### src/rtl/mem_arb.sv
// Shared memory port arbiter: serialises Z80 and LCD video fetches onto one
// SRAM/ROM bus, Z80 first, with in-flight video accesses never pre-empted.
module mem_arb #(
    parameter int ACC_CYC = 2
) (
    input  logic        mck,
    input  logic        rst,
    input  logic        z_req,
    input  logic        z_wr,
    input  logic [21:0] z_addr,
    input  logic [7:0]  z_wdata,
    output logic [7:0]  z_rdata,
    output logic        z_wait_n,
    input  logic        v_req,
    input  logic [21:0] v_addr,
    output logic        v_ack,
    output logic        v_valid,
    output logic [7:0]  v_rdata,
    output logic [21:0] mem_addr,
    output logic        mem_ce_n,
    output logic        mem_oe_n,
    output logic        mem_we_n,
    output logic [7:0]  mem_dout,
    output logic        mem_dq_oe,
    input  logic [7:0]  mem_din
);

    typedef enum logic [1:0] {IDLE, Z_ACC, V_ACC} state_t;

    state_t      state_q, state_d;
    logic [2:0]  cnt_q, cnt_d;
    logic        z_req_prev_q, z_req_prev_d;
    logic        pend_q, pend_d;
    logic        lat_wr_q, lat_wr_d;
    logic [21:0] lat_addr_q, lat_addr_d;
    logic [7:0]  lat_wdata_q, lat_wdata_d;
    logic [21:0] mem_addr_q, mem_addr_d;
    logic        mem_ce_n_q, mem_ce_n_d;
    logic        mem_oe_n_q, mem_oe_n_d;
    logic        mem_we_n_q, mem_we_n_d;
    logic [7:0]  mem_dout_q, mem_dout_d;
    logic        mem_dq_oe_q, mem_dq_oe_d;
    logic [7:0]  z_rdata_q, z_rdata_d;
    logic        z_wait_n_q, z_wait_n_d;
    logic        v_ack_q, v_ack_d;
    logic        v_valid_q, v_valid_d;
    logic [7:0]  v_rdata_q, v_rdata_d;

    logic        z_new, last_cyc, decide, z_go, v_go, start_z, start_v;
    logic        acc_wr;
    logic [21:0] acc_addr;
    logic [7:0]  acc_wdata;

    always_comb begin
        z_new    = z_req & ~z_req_prev_q;
        last_cyc = (state_q != IDLE) && (cnt_q == 3'd0);
        decide   = (state_q == IDLE) || last_cyc;
        z_go     = z_new | (pend_q & z_req);
        // v_req is still high in the ack cycle; it belongs to the access already taken.
        v_go     = v_req & ~v_ack_q;
        start_z  = decide & z_go;
        start_v  = decide & ~z_go & v_go;

        // A fresh request goes straight onto the bus before its latch is loaded.
        acc_wr    = z_new ? z_wr    : lat_wr_q;
        acc_addr  = z_new ? z_addr  : lat_addr_q;
        acc_wdata = z_new ? z_wdata : lat_wdata_q;

        z_req_prev_d = z_req;
        lat_wr_d     = lat_wr_q;
        lat_addr_d   = lat_addr_q;
        lat_wdata_d  = lat_wdata_q;
        if (z_new) begin
            lat_wr_d    = z_wr;
            lat_addr_d  = z_addr;
            lat_wdata_d = z_wdata;
        end

        pend_d = pend_q;
        if (z_new)
            pend_d = 1'b1;
        if (pend_q && !z_req)
            pend_d = 1'b0;
        if (start_z)
            pend_d = 1'b0;

        state_d = state_q;
        cnt_d   = (cnt_q == 3'd0) ? 3'd0 : cnt_q - 3'd1;
        if (decide) begin
            if (start_z)
                state_d = Z_ACC;
            else if (start_v)
                state_d = V_ACC;
            else
                state_d = IDLE;
        end
        if (start_z || start_v)
            cnt_d = 3'(ACC_CYC - 1);

        mem_addr_d  = mem_addr_q;
        mem_ce_n_d  = mem_ce_n_q;
        mem_oe_n_d  = mem_oe_n_q;
        mem_we_n_d  = mem_we_n_q;
        mem_dout_d  = mem_dout_q;
        mem_dq_oe_d = mem_dq_oe_q;
        if (decide) begin
            mem_ce_n_d  = 1'b1;
            mem_oe_n_d  = 1'b1;
            mem_we_n_d  = 1'b1;
            mem_dq_oe_d = 1'b0;
            if (start_z) begin
                mem_addr_d = acc_addr;
                mem_ce_n_d = 1'b0;
                if (acc_wr) begin
                    mem_we_n_d  = 1'b0;
                    mem_dq_oe_d = 1'b1;
                    mem_dout_d  = acc_wdata;
                end else begin
                    mem_oe_n_d = 1'b0;
                end
            end else if (start_v) begin
                mem_addr_d = v_addr;
                mem_ce_n_d = 1'b0;
                mem_oe_n_d = 1'b0;
            end
        end

        v_ack_d    = start_v;
        v_valid_d  = last_cyc && (state_q == V_ACC);
        v_rdata_d  = v_valid_d ? mem_din : v_rdata_q;
        // The registered write strobe tells a Z80 read from a write on the final edge.
        z_rdata_d  = (last_cyc && (state_q == Z_ACC) && mem_we_n_q) ? mem_din : z_rdata_q;
        z_wait_n_d = ~pend_d;
    end

    always_ff @(posedge mck) begin
        if (rst) begin
            state_q      <= IDLE;
            cnt_q        <= 3'd0;
            z_req_prev_q <= 1'b0;
            pend_q       <= 1'b0;
            lat_wr_q     <= 1'b0;
            lat_addr_q   <= 22'd0;
            lat_wdata_q  <= 8'd0;
            mem_addr_q   <= 22'd0;
            mem_ce_n_q   <= 1'b1;
            mem_oe_n_q   <= 1'b1;
            mem_we_n_q   <= 1'b1;
            mem_dout_q   <= 8'd0;
            mem_dq_oe_q  <= 1'b0;
            z_rdata_q    <= 8'd0;
            z_wait_n_q   <= 1'b1;
            v_ack_q      <= 1'b0;
            v_valid_q    <= 1'b0;
            v_rdata_q    <= 8'd0;
        end else begin
            state_q      <= state_d;
            cnt_q        <= cnt_d;
            z_req_prev_q <= z_req_prev_d;
            pend_q       <= pend_d;
            lat_wr_q     <= lat_wr_d;
            lat_addr_q   <= lat_addr_d;
            lat_wdata_q  <= lat_wdata_d;
            mem_addr_q   <= mem_addr_d;
            mem_ce_n_q   <= mem_ce_n_d;
            mem_oe_n_q   <= mem_oe_n_d;
            mem_we_n_q   <= mem_we_n_d;
            mem_dout_q   <= mem_dout_d;
            mem_dq_oe_q  <= mem_dq_oe_d;
            z_rdata_q    <= z_rdata_d;
            z_wait_n_q   <= z_wait_n_d;
            v_ack_q      <= v_ack_d;
            v_valid_q    <= v_valid_d;
            v_rdata_q    <= v_rdata_d;
        end
    end

    assign mem_addr  = mem_addr_q;
    assign mem_ce_n  = mem_ce_n_q;
    assign mem_oe_n  = mem_oe_n_q;
    assign mem_we_n  = mem_we_n_q;
    assign mem_dout  = mem_dout_q;
    assign mem_dq_oe = mem_dq_oe_q;
    assign z_rdata   = z_rdata_q;
    assign z_wait_n  = z_wait_n_q;
    assign v_ack     = v_ack_q;
    assign v_valid   = v_valid_q;
    assign v_rdata   = v_rdata_q;

endmodule

### config.mk
export PLATFORM = sky130hd
export DESIGN_NAME = mem_arb
export DESIGN_NICKNAME = d
export VERILOG_FILES = /design/src/rtl/mem_arb.sv
export SDC_FILE = /design/constraint.sdc
export NUM_CORES = 1
export LEC_CHECK = 0
export BUFFER_PORTS_ARGS = -buffer_cell sky130_fd_sc_hd__buf_2
export CAP_MARGIN = 20
export CORE_UTILIZATION = 45
export DETAILED_ROUTE_END_ITERATION = 8
export HOLD_SLACK_MARGIN = 0.08
export PLACE_DENSITY = 0.79
export RECOVER_POWER = 25
export SYNTH_ARGS = -nofsm -noshare
export SYNTH_HDL_FRONTEND = slang
export SYNTH_SLANG_ARGS = --single-unit
### constraint.sdc
create_clock -name mck -period 1.8 [get_ports mck]
set_input_delay 0.09 -clock mck [delete_from_list [all_inputs] [get_ports mck]]
set_output_delay 0.09 -clock mck [all_outputs]
set_load 0.01 [all_outputs]
======== Word level (Yosys, flattened, before mapping) ========
Index checks and enable logic that the tools add are counted.
word-level totals
  bits of input ports ..................... 65
  word-level logic and storage cells ...... 67
  bits in registers ....................... 91
  output and inout bits ................... 53
operators by class
  add/sub/neg operators ................... 1
  reduce and logical (&&, ||, !) cells .... 15
  mux-type cells .......................... 19
  bitwise operators ....................... 11
  equality and inequality tests ........... 2
operator list
  operator               number
  $mux W22               3
  $mux W1                13
  $mux W8                1
  $and A1 B1 Y1          6
  $logic_and A1 B1 Y1    5
  $mux W2                2
  $not A1 Y1             4
  $reduce_bool A2 Y1     2
  $logic_not A3 Y1       1
  $reduce_and A3 Y1      1
  $reduce_or A3 Y1       1
  $sub A3 B1 Y3 const B  1
  $eq A2 B1 Y1 const B   1
  $eq A2 B2 Y1 const B   1
  $logic_not A2 Y1       1
  $logic_or A1 B1 Y1     2
  $reduce_and A2 Y1      1
  $logic_not A1 Y1       1
  $or A1 B1 Y1           1

======== Logic depth before layout (Yosys ltp) ========
Gate-level depths: netlist (run 1).
  depth after elaboration ................. 8
  gate-level depth with buffers ........... 10
  mapped depth without buffers ............ 7

======== Worst setup path after synthesis (run 1) ========
Ideal clock, no wire load.
  path kind ............................... flip-flop to flip-flop
  from .................................... register cnt_q[0]
  to ...................................... register mem_addr_q[10], in the netlist mem_addr[10]
  arrival time ............................ 1,661 ps
  period minus slack after synthesis ...... 1,808 ps
  buffers on the path ..................... 3
  stages on the path, launching flop included .. 10
  setup time .............................. 147 ps
  setup slack ............................. -8 ps
  required time ........................... 1,653 ps
  cell sequence ........................... dfxtp_1 inv_1 ha_1 ha_1 buf_4 o21bai_4 o211ai_2 buf_4 buf_2 a311oi_2
on the way
  cells in the longest elaborated chain, start to end .. 7
  elaborated cells on any way between the ends .. 9
  classes of those cells .................. mux (1); bitwise (3); reduce/logical (5)
ends and longest elaborated chain
  element                              line  RTL
  from (decl)                          31    logic [2:0] cnt_q, cnt_d;
  from (signal assigned)               158   cnt_q <= cnt_d;
  $logic_not A3 Y1 (*)                 56    last_cyc = (state_q != IDLE) && (cnt_q == 3'd0);
  $logic_and A1 B1 Y1 (*)              56
  $logic_or A1 B1 Y1 (*)               57    decide = (state_q == IDLE) || last_cyc;
  $and A1 B1 Y1 (2 in a row)           62    start_v = decide & ~z_go & v_go;
  $reduce_bool A2 Y1 (no source line)  --
  $reduce_and A2 Y1 (no source line)   --
  to (signal assigned)                 164   mem_addr_q <= mem_addr_d;
  to (decl)                            37    logic [21:0] mem_addr_q, mem_addr_d;
Every way passes the cells marked *; elsewhere a longest branch is shown, timed or not.
A chain may end at the register's enable or synchronous reset.

======== Final worst setup path (run 1) ========
  from .................................... register cnt_q[0]
  to ...................................... register mem_addr_q[8], in the netlist mem_addr[8]
Same word-level chain as after synthesis.

==> results by group, run 1 <==
Outcome
  – Outcome: complete, but fails checks
  – Violated checks: setup timing

Detailed routing
  – Antenna viol nets, final: 0
  – TritonRoute pass-1 iters: 6
  – Average wire per standard cell: roughly 16 µm
  – DRT iter0 DRCs: roughly 180
  – # DRC: 0
  – Routed WL: ~11000 µm
  – Vias: 3656
  – Vias per inst: ~5.2

Synth
  – Cell Area, Synth: between 3000 and 4000 µm²
  – Most numerous cell in the Yosys netlist: nand2_1
  – Top cells by area, synth: dfxtp_1, nand2_1, a21oi_1
  – Most instantiated cells after synthesis: nand2_1, dfxtp_1, a21oi_1, and3b_1, nor2_1
  – Area leader, netlist: dfxtp_1
  – Number of synthesized flops with an enable pin: 0
  – Seq/Total Area, Yosys: about half
  – Top FF cell, synth: dfxtp_1
  – Avg Cell Area, Syn: ~9.1 µm²
  – Yosys cell types: 38
  – Syn Inst Count: slightly below 400
  – Async SR Flop Fraction: 0%
  – Net count after synthesis: 465
  – Yosys reg bits: between 90 and 100
  – Post-synth top area share: roughly half
  – Synth warn: 0

Clock network
  – CTS tree: built
  – Worst-Skew Late Latency: between 300 and 400 ps
  – Num CTS Buffers: 9
  – CTS Root Buffer Type: clkbuf_8
  – Clock slew at reported path FFs: around 90 ps
  – Clock Path Buffers: 2
  – CTS sink cnt: 91
  – H-tree lvl count: 3

Critical path
  – Worst Path Required: around 2100 ps
  – Crit path arrival time: just over 2000 ps
  – Slowest cell delay on critical path: 330 ps
  – Crit path depth: 9
  – Crit Path Max Fanout: 9
  – Crit path top cell by count: ha_4
  – R2R depth: 9
  – Top delay family on crit path: compound AO/OA/AOI/OAI gates
  – Setup Crit Path Kind: register to register
  – Crit start category: register
  – Crit path buf inv count: 3
  – Slowest stage cell, crit path: dfxtp_2
  – Crit path cell chain: inv_2, ha_4, ha_4, o21ba_2, nor3b_4, buf_6, buf_12, nand2_2, a311oi_4
  – Crit. End Element: register

Timing
  – Worst slew pin tran: around 750 ps
  – Setup violators final: 2
  – RSZ-0062 raised after global routing: true
  – Endpoints failing hold: 0
  – Max_slew headroom: between 40% and 50%
  – Max Freq: ~0.55 GHz
  – Final WS setup: -9.863 ps
  – Final period util: 100.5%
  – Slew Viols, Final: 0
  – Post-Route Hold Slack: approximately 250 ps
  – Clk_skew: 12.87 ps
  – Minimum clock period: roughly 1800 ps

Floorplanning
  – Ports: between 100 and 150
  – Die height: just over 90 µm
  – Die Wd: 91.77 µm
  – Initial core utilization: 46.68%
  – Core area: about 7800 µm²
  – Die ar.: between 8000 and 9000 µm²
  – Placement Rows: 32

Power
  – Gate power share: 23.5%
  – PD cells: between 800 and 900 nW/µm²
  – Sw Pwr: between 1 and 1.5 mW
  – Internal power: about 3.5 mW
  – Power Total: ~4.8 mW
  – Leakage: ~2.4 nW
  – Clock power frac: 29.5%
  – Peak VDD IR: around 0.43 mV
  – Net Sw Frac: 27.29%
  – Flop pwr share: 46.9%

Global route
  – Number of global-route vias before repair: 3457
  – Antenna violations before repair: 0
  – GR Util All Layers: between 20 and 25%
  – Largest net degree at the start of global routing: 37
  – Gr ovfl total: 0
  – First-pass GRT wire length: between 15000 and 20000 µm

Placement
  – Setup WS pre-CTS: -36.45 ps
  – Post-DP HPWL: ~5900 µm
  – Placed cell area: ~4400 µm²
  – Routability cong.: 0.8030
  – Port bufs: approximately 120

Hold path
  – Hold/Removal Path Class: primary input to register
  – WHS Path Cells: 4

Finish
  – Ant. Diodes: 0
  – Fill cells: approximately 570
  – Share of cells above drive strength 1: between 20% and 30%
  – Final #Nets: 662
  – Area delta synth->final: 52.93%
  – Finished Cell Area: 5545 µm²

Flow run
  – Max-cap violation count: 0
[state kept, by name (all words and copies together), names as in the netlist, 2 cells and up]
| name | cells |
|---|---|
| lat_addr_q | 22 |
| mem_addr | 22 |
| lat_wdata_q | 8 |
| mem_dout | 8 |
| v_rdata | 8 |
| z_rdata | 8 |
| cnt_q | 3 |
| state_q | 2 |
[layout by cell type (no fill, tap or decap), types with 3 or more instances in the layout]
cell / instances
buf_6: 7
nand2b_1: 4
clkbuf_1: 31
and3b_1: 21
inv_1: 3
buf_4: 16
buf_12: 9
mux2i_1: 9
nand2_1: 119
mux2_2: 8
a311oi_2: 15
dfxtp_1: 90
a21oi_1: 40
buf_2: 86
nor2b_1: 9
a311oi_1: 6
clkbuf_8: 11
nor2_1: 17
dlygate4sd3_1: 61
[worst paths after layout]
kind	end	startpoint	slack, ps
setup / recovery	mem_addr[8]	cnt_q[0]	-10
hold / removal	lat_wr_q	z_wr	250
setup reg to reg	mem_addr[8]	cnt_q[0]	-10
hold reg to reg	lat_wdata_q[2]	lat_wdata_q[2]	460
[final cells by class]
type / instances / area [µm²] / share of cell area, %
inverters: 5 / 18.77 / 0.3384
well taps: 102 / 127.6 / 2.301
flip-flops and latches: 91 / 1823 / 32.87
multi-input cells: 275 / 1752 / 31.59
repair buffers: 213 / 1620 / 29.22
clock inverters: 4 / 48.80 / 0.8800
clock buffers: 12 / 155.1 / 2.798
[cells by family after synthesis]
| family | share of synthesized area [%] |
|---|---|
| flops | 50.24 |
| fa+ha+maj | 0.6900 |
| simple gates | 24.64 |
| compound gates | 15.08 |
| mux | 4.969 |
| buf+inv | 4.382 |
[stage by stage]
stage / TNS [ps] / instances / util (%)
after floorplan: 0 / 398 / -
after global placement: 0 / 608 / 57.23
after detailed placement: -93.65 / 608 / 57.23
after CTS: 0 / 696 / 70.62
after global routing: -557.9 / 702 / 71.39
final: -10.39 / 702 / 71.39
[what timing repair did]
action,CTS,global route
hold buffers,61,0
gates cloned,3,3
resized for setup,13,14
endpoints found under the setup margin,23,32
endpoints found under the hold margin,69,0
setup buffers,8,5
pin swaps,3,15
[layer usage]
layer	share of wire, %	GRT usage, %	up-vias
met3	5.0	4.809	38
met2	50	44.86	138
met5	0	0	-
met1	40	27.75	1725
li1	-	-	1755
met4	4.1	11.98	0
[power groups by stage]
stage,combinational (mW),clock [mW],sequential (mW)
3_5_place_dp,0.814,0,2.27
4_1_cts,1.04,1.43,2.23
6_report,1.12,1.40,2.23
3_3_place_gp,0.793,0,2.26
5_1_grt,1.20,1.50,2.25
2_1_floorplan,0.445,0,2.30
[tightest hold or removal path: stages]
cell	delay, ps
buf_2	80
mux2i_1	130
buf_4	190
nor2_1	70
Note: power is estimated with default switching activity, not from simulation.
==> run 2, diff against run 1 <==
--- a/config.mk
+++ b/config.mk
@@ -7,10 +7,10 @@
 export LEC_CHECK = 0
 export BUFFER_PORTS_ARGS = -buffer_cell sky130_fd_sc_hd__buf_2
 export CAP_MARGIN = 20
-export CORE_UTILIZATION = 45
+export CORE_UTILIZATION = 40
 export DETAILED_ROUTE_END_ITERATION = 8
 export HOLD_SLACK_MARGIN = 0.08
-export PLACE_DENSITY = 0.79
+export PLACE_DENSITY = 0.69
 export RECOVER_POWER = 25
 export SYNTH_ARGS = -nofsm -noshare
 export SYNTH_HDL_FRONTEND = slang
==> constraint.sdc (replaced) <==
create_clock -name mck -period 1.7 [get_ports mck]
set_input_delay 0.085 -clock mck [delete_from_list [all_inputs] [get_ports mck]]
set_output_delay 0.085 -clock mck [all_outputs]
set_load 0.01 [all_outputs]
==> run 2 against run 1 <==
Compared with the run above: the run still ends with setup timing left; flip-flop and latch count is the same; setup slack lost 34 ps; clock power shrank 4%; highest routed layer unchanged.
==> results by group, run 2 (synthesis results as in run 1) <==
Detailed routing
  – Routed WL: ~11000 µm
  – DRT iter0 DRCs: approximately 130
  – TritonRoute pass-1 iters: 4
  – Vias per inst: between 5 and 6
  – Vias: roughly 3.6k
  – Antenna viol nets, final: 0
  – Average wire per standard cell: roughly 15 µm
  – # DRC: 0

Power
  – Clock power frac: roughly 27%
  – Peak VDD IR: about 0.5 mV
  – Net Sw Frac: about 28%
  – PD cells: between 800 and 900 nW/µm²
  – Leakage: approximately 2.5 nW
  – Internal power: 3.527 mW
  – Flop pwr share: 48.0%
  – Power Total: around 5 mW
  – Sw Pwr: between 1 and 1.5 mW
  – Gate power share: 24.9%

Critical path
  – Crit. End Element: register
  – Setup Crit Path Kind: register to register
  – Worst Path Required: 1950 ps
  – Crit start category: register
  – Crit path arrival time: about 2000 ps
  – Crit Path Max Fanout: 12

Clock network
  – CTS Root Buffer Type: clkbuf_8
  – CTS sink cnt: a little over 90
  – Num CTS Buffers: 9
  – CTS tree: built
  – Worst-Skew Late Latency: ~350 ps
  – H-tree lvl count: 3
  – Clock slew at reported path FFs: 90 ps
  – Clock Path Buffers: 2

Hold path
  – Hold/Removal Path Class: primary input to register

Placement
  – Placed cell area: between 4000 and 5000 µm²
  – Port bufs: 117
  – Setup WS pre-CTS: -103.7 ps
  – Cells after DPL: between 600 and 700
  – Post-DP HPWL: slightly below 6000 µm
  – Routability cong.: 0.7859

Global route
  – Gr ovfl total: 0
  – First-pass GRT wire length: approximately 17000 µm
  – GR Util All Layers: 22.65%
  – Number of global-route vias before repair: roughly 3.7k
  – Largest net degree at the start of global routing: 47
  – Antenna violations before repair: 1

Timing
  – Minimum clock period: around 1700 ps
  – Max Freq: ~0.57 GHz
  – Setup violators final: 16
  – Max_slew headroom: approximately three quarters
  – Clk_skew: 11.91 ps
  – Final period util: 102.6%
  – Post-Route Hold Slack: approximately 190 ps
  – Setup TNS Final: -177.8 ps
  – Worst slew pin tran: 369.9 ps
  – Final WS setup: -44.28 ps
  – RSZ-0062 raised after global routing: true
  – Endpoints failing hold: 0
  – Slew Viols, Final: 0

Outcome
  – Outcome: complete, but fails checks
  – Violated checks: setup timing

Finish
  – Share of cells above drive strength 1: around a third
  – Layout Utilization: about 65%
  – Post-route insts no fill: between 700 and 800
  – Fill cells: 678
  – Most frequent cells in the layout: nand2_1, dfxtp_1, buf_2, dlygate4sd3_1, a21oi_1
  – Final #Nets: 661
  – Finished Cell Area: 5653 µm²
  – Area delta synth->final: 55.90%
  – Most common cell after layout, fill and taps aside: nand2_1

Floorplanning
  – Ports: 118
  – Die ar.: around 9400 µm²
  – Die height: 97.21 µm
  – Core area: 8763 µm²
  – Initial core utilization: slightly above 40%
  – Placement Rows: 34
  – Die Wd: 97.21 µm

Flow run
  – Max-cap violation count: 0
## run 2: cell types whose count changed in the layout (fill, tap and decap cells not counted), moves of 3 or more
cell,delta
nand2_1,-17
clkbuf_1,-4
nand2_2,+14
buf_6,-3
buf_2,+4
mux2_4,+8
a311oi_2,+4
nand2_4,+3
mux2_2,-8
a311oi_1,-3
## run 2: metal layers
layer  GRT usage, %  vias up  share of wire (%)
met3          4.460       28                5.8
li1               -     1746                  -
met4          12.33        0                3.3
met5              0        -                  0
met2          39.17      139                 49
met1          26.31     1734                 42
## run 2: path summary, 6_finish.rpt
path                                  from     endpoint  slack, ps  cells after the start
worst min register to register  z_rdata[2]   z_rdata[2]        460                      2
worst max register to register    cnt_q[0]  mem_addr[3]        -40                      8
worst min-delay path                  z_wr     lat_wr_q        190                      4
worst max-delay path              cnt_q[0]  mem_addr[3]        -40                      8
## run 2: what timing repair did
action / in CTS / in global routing
gates resized for setup: 14 / 40
hold endpoints to repair: 69 / 0
hold buffers: 61 / 0
endpoints found under the setup margin: 31 / 41
pin swaps: 18 / 21
buffers inserted: 8 / 3
gates cloned: 5 / 2
## run 2: cell type report
cell class	count	area, µm²	area share (%)
multi-input combinational	275	1858	32.87
clock buffer	11	151.4	2.678
timing repair buffer	212	1638	28.97
sequential	91	1823	32.25
clock inverter	4	26.28	0.4648
antenna	1	2.502	0.04427
inverter	5	18.77	0.3320
tap	108	135.1	2.390
## run 2: critical path, stage by stage, from the launching register on
cell      delay, ps
dfxtp_2         340
inv_2            40
ha_4            150
ha_4            160
o21bai_4        190
o211ai_4        180
buf_12          180
and3b_1         190
a311oi_2        210
## run 2: power groups by stage
stage	Clock, mW	Combinational (mW)	Sequential (mW)
2_1_floorplan	0	0.491	2.44
3_3_place_gp	0	0.864	2.39
3_5_place_dp	0	0.881	2.40
4_1_cts	1.37	1.17	2.35
5_1_grt	1.47	1.31	2.38
6_report	1.34	1.23	2.36
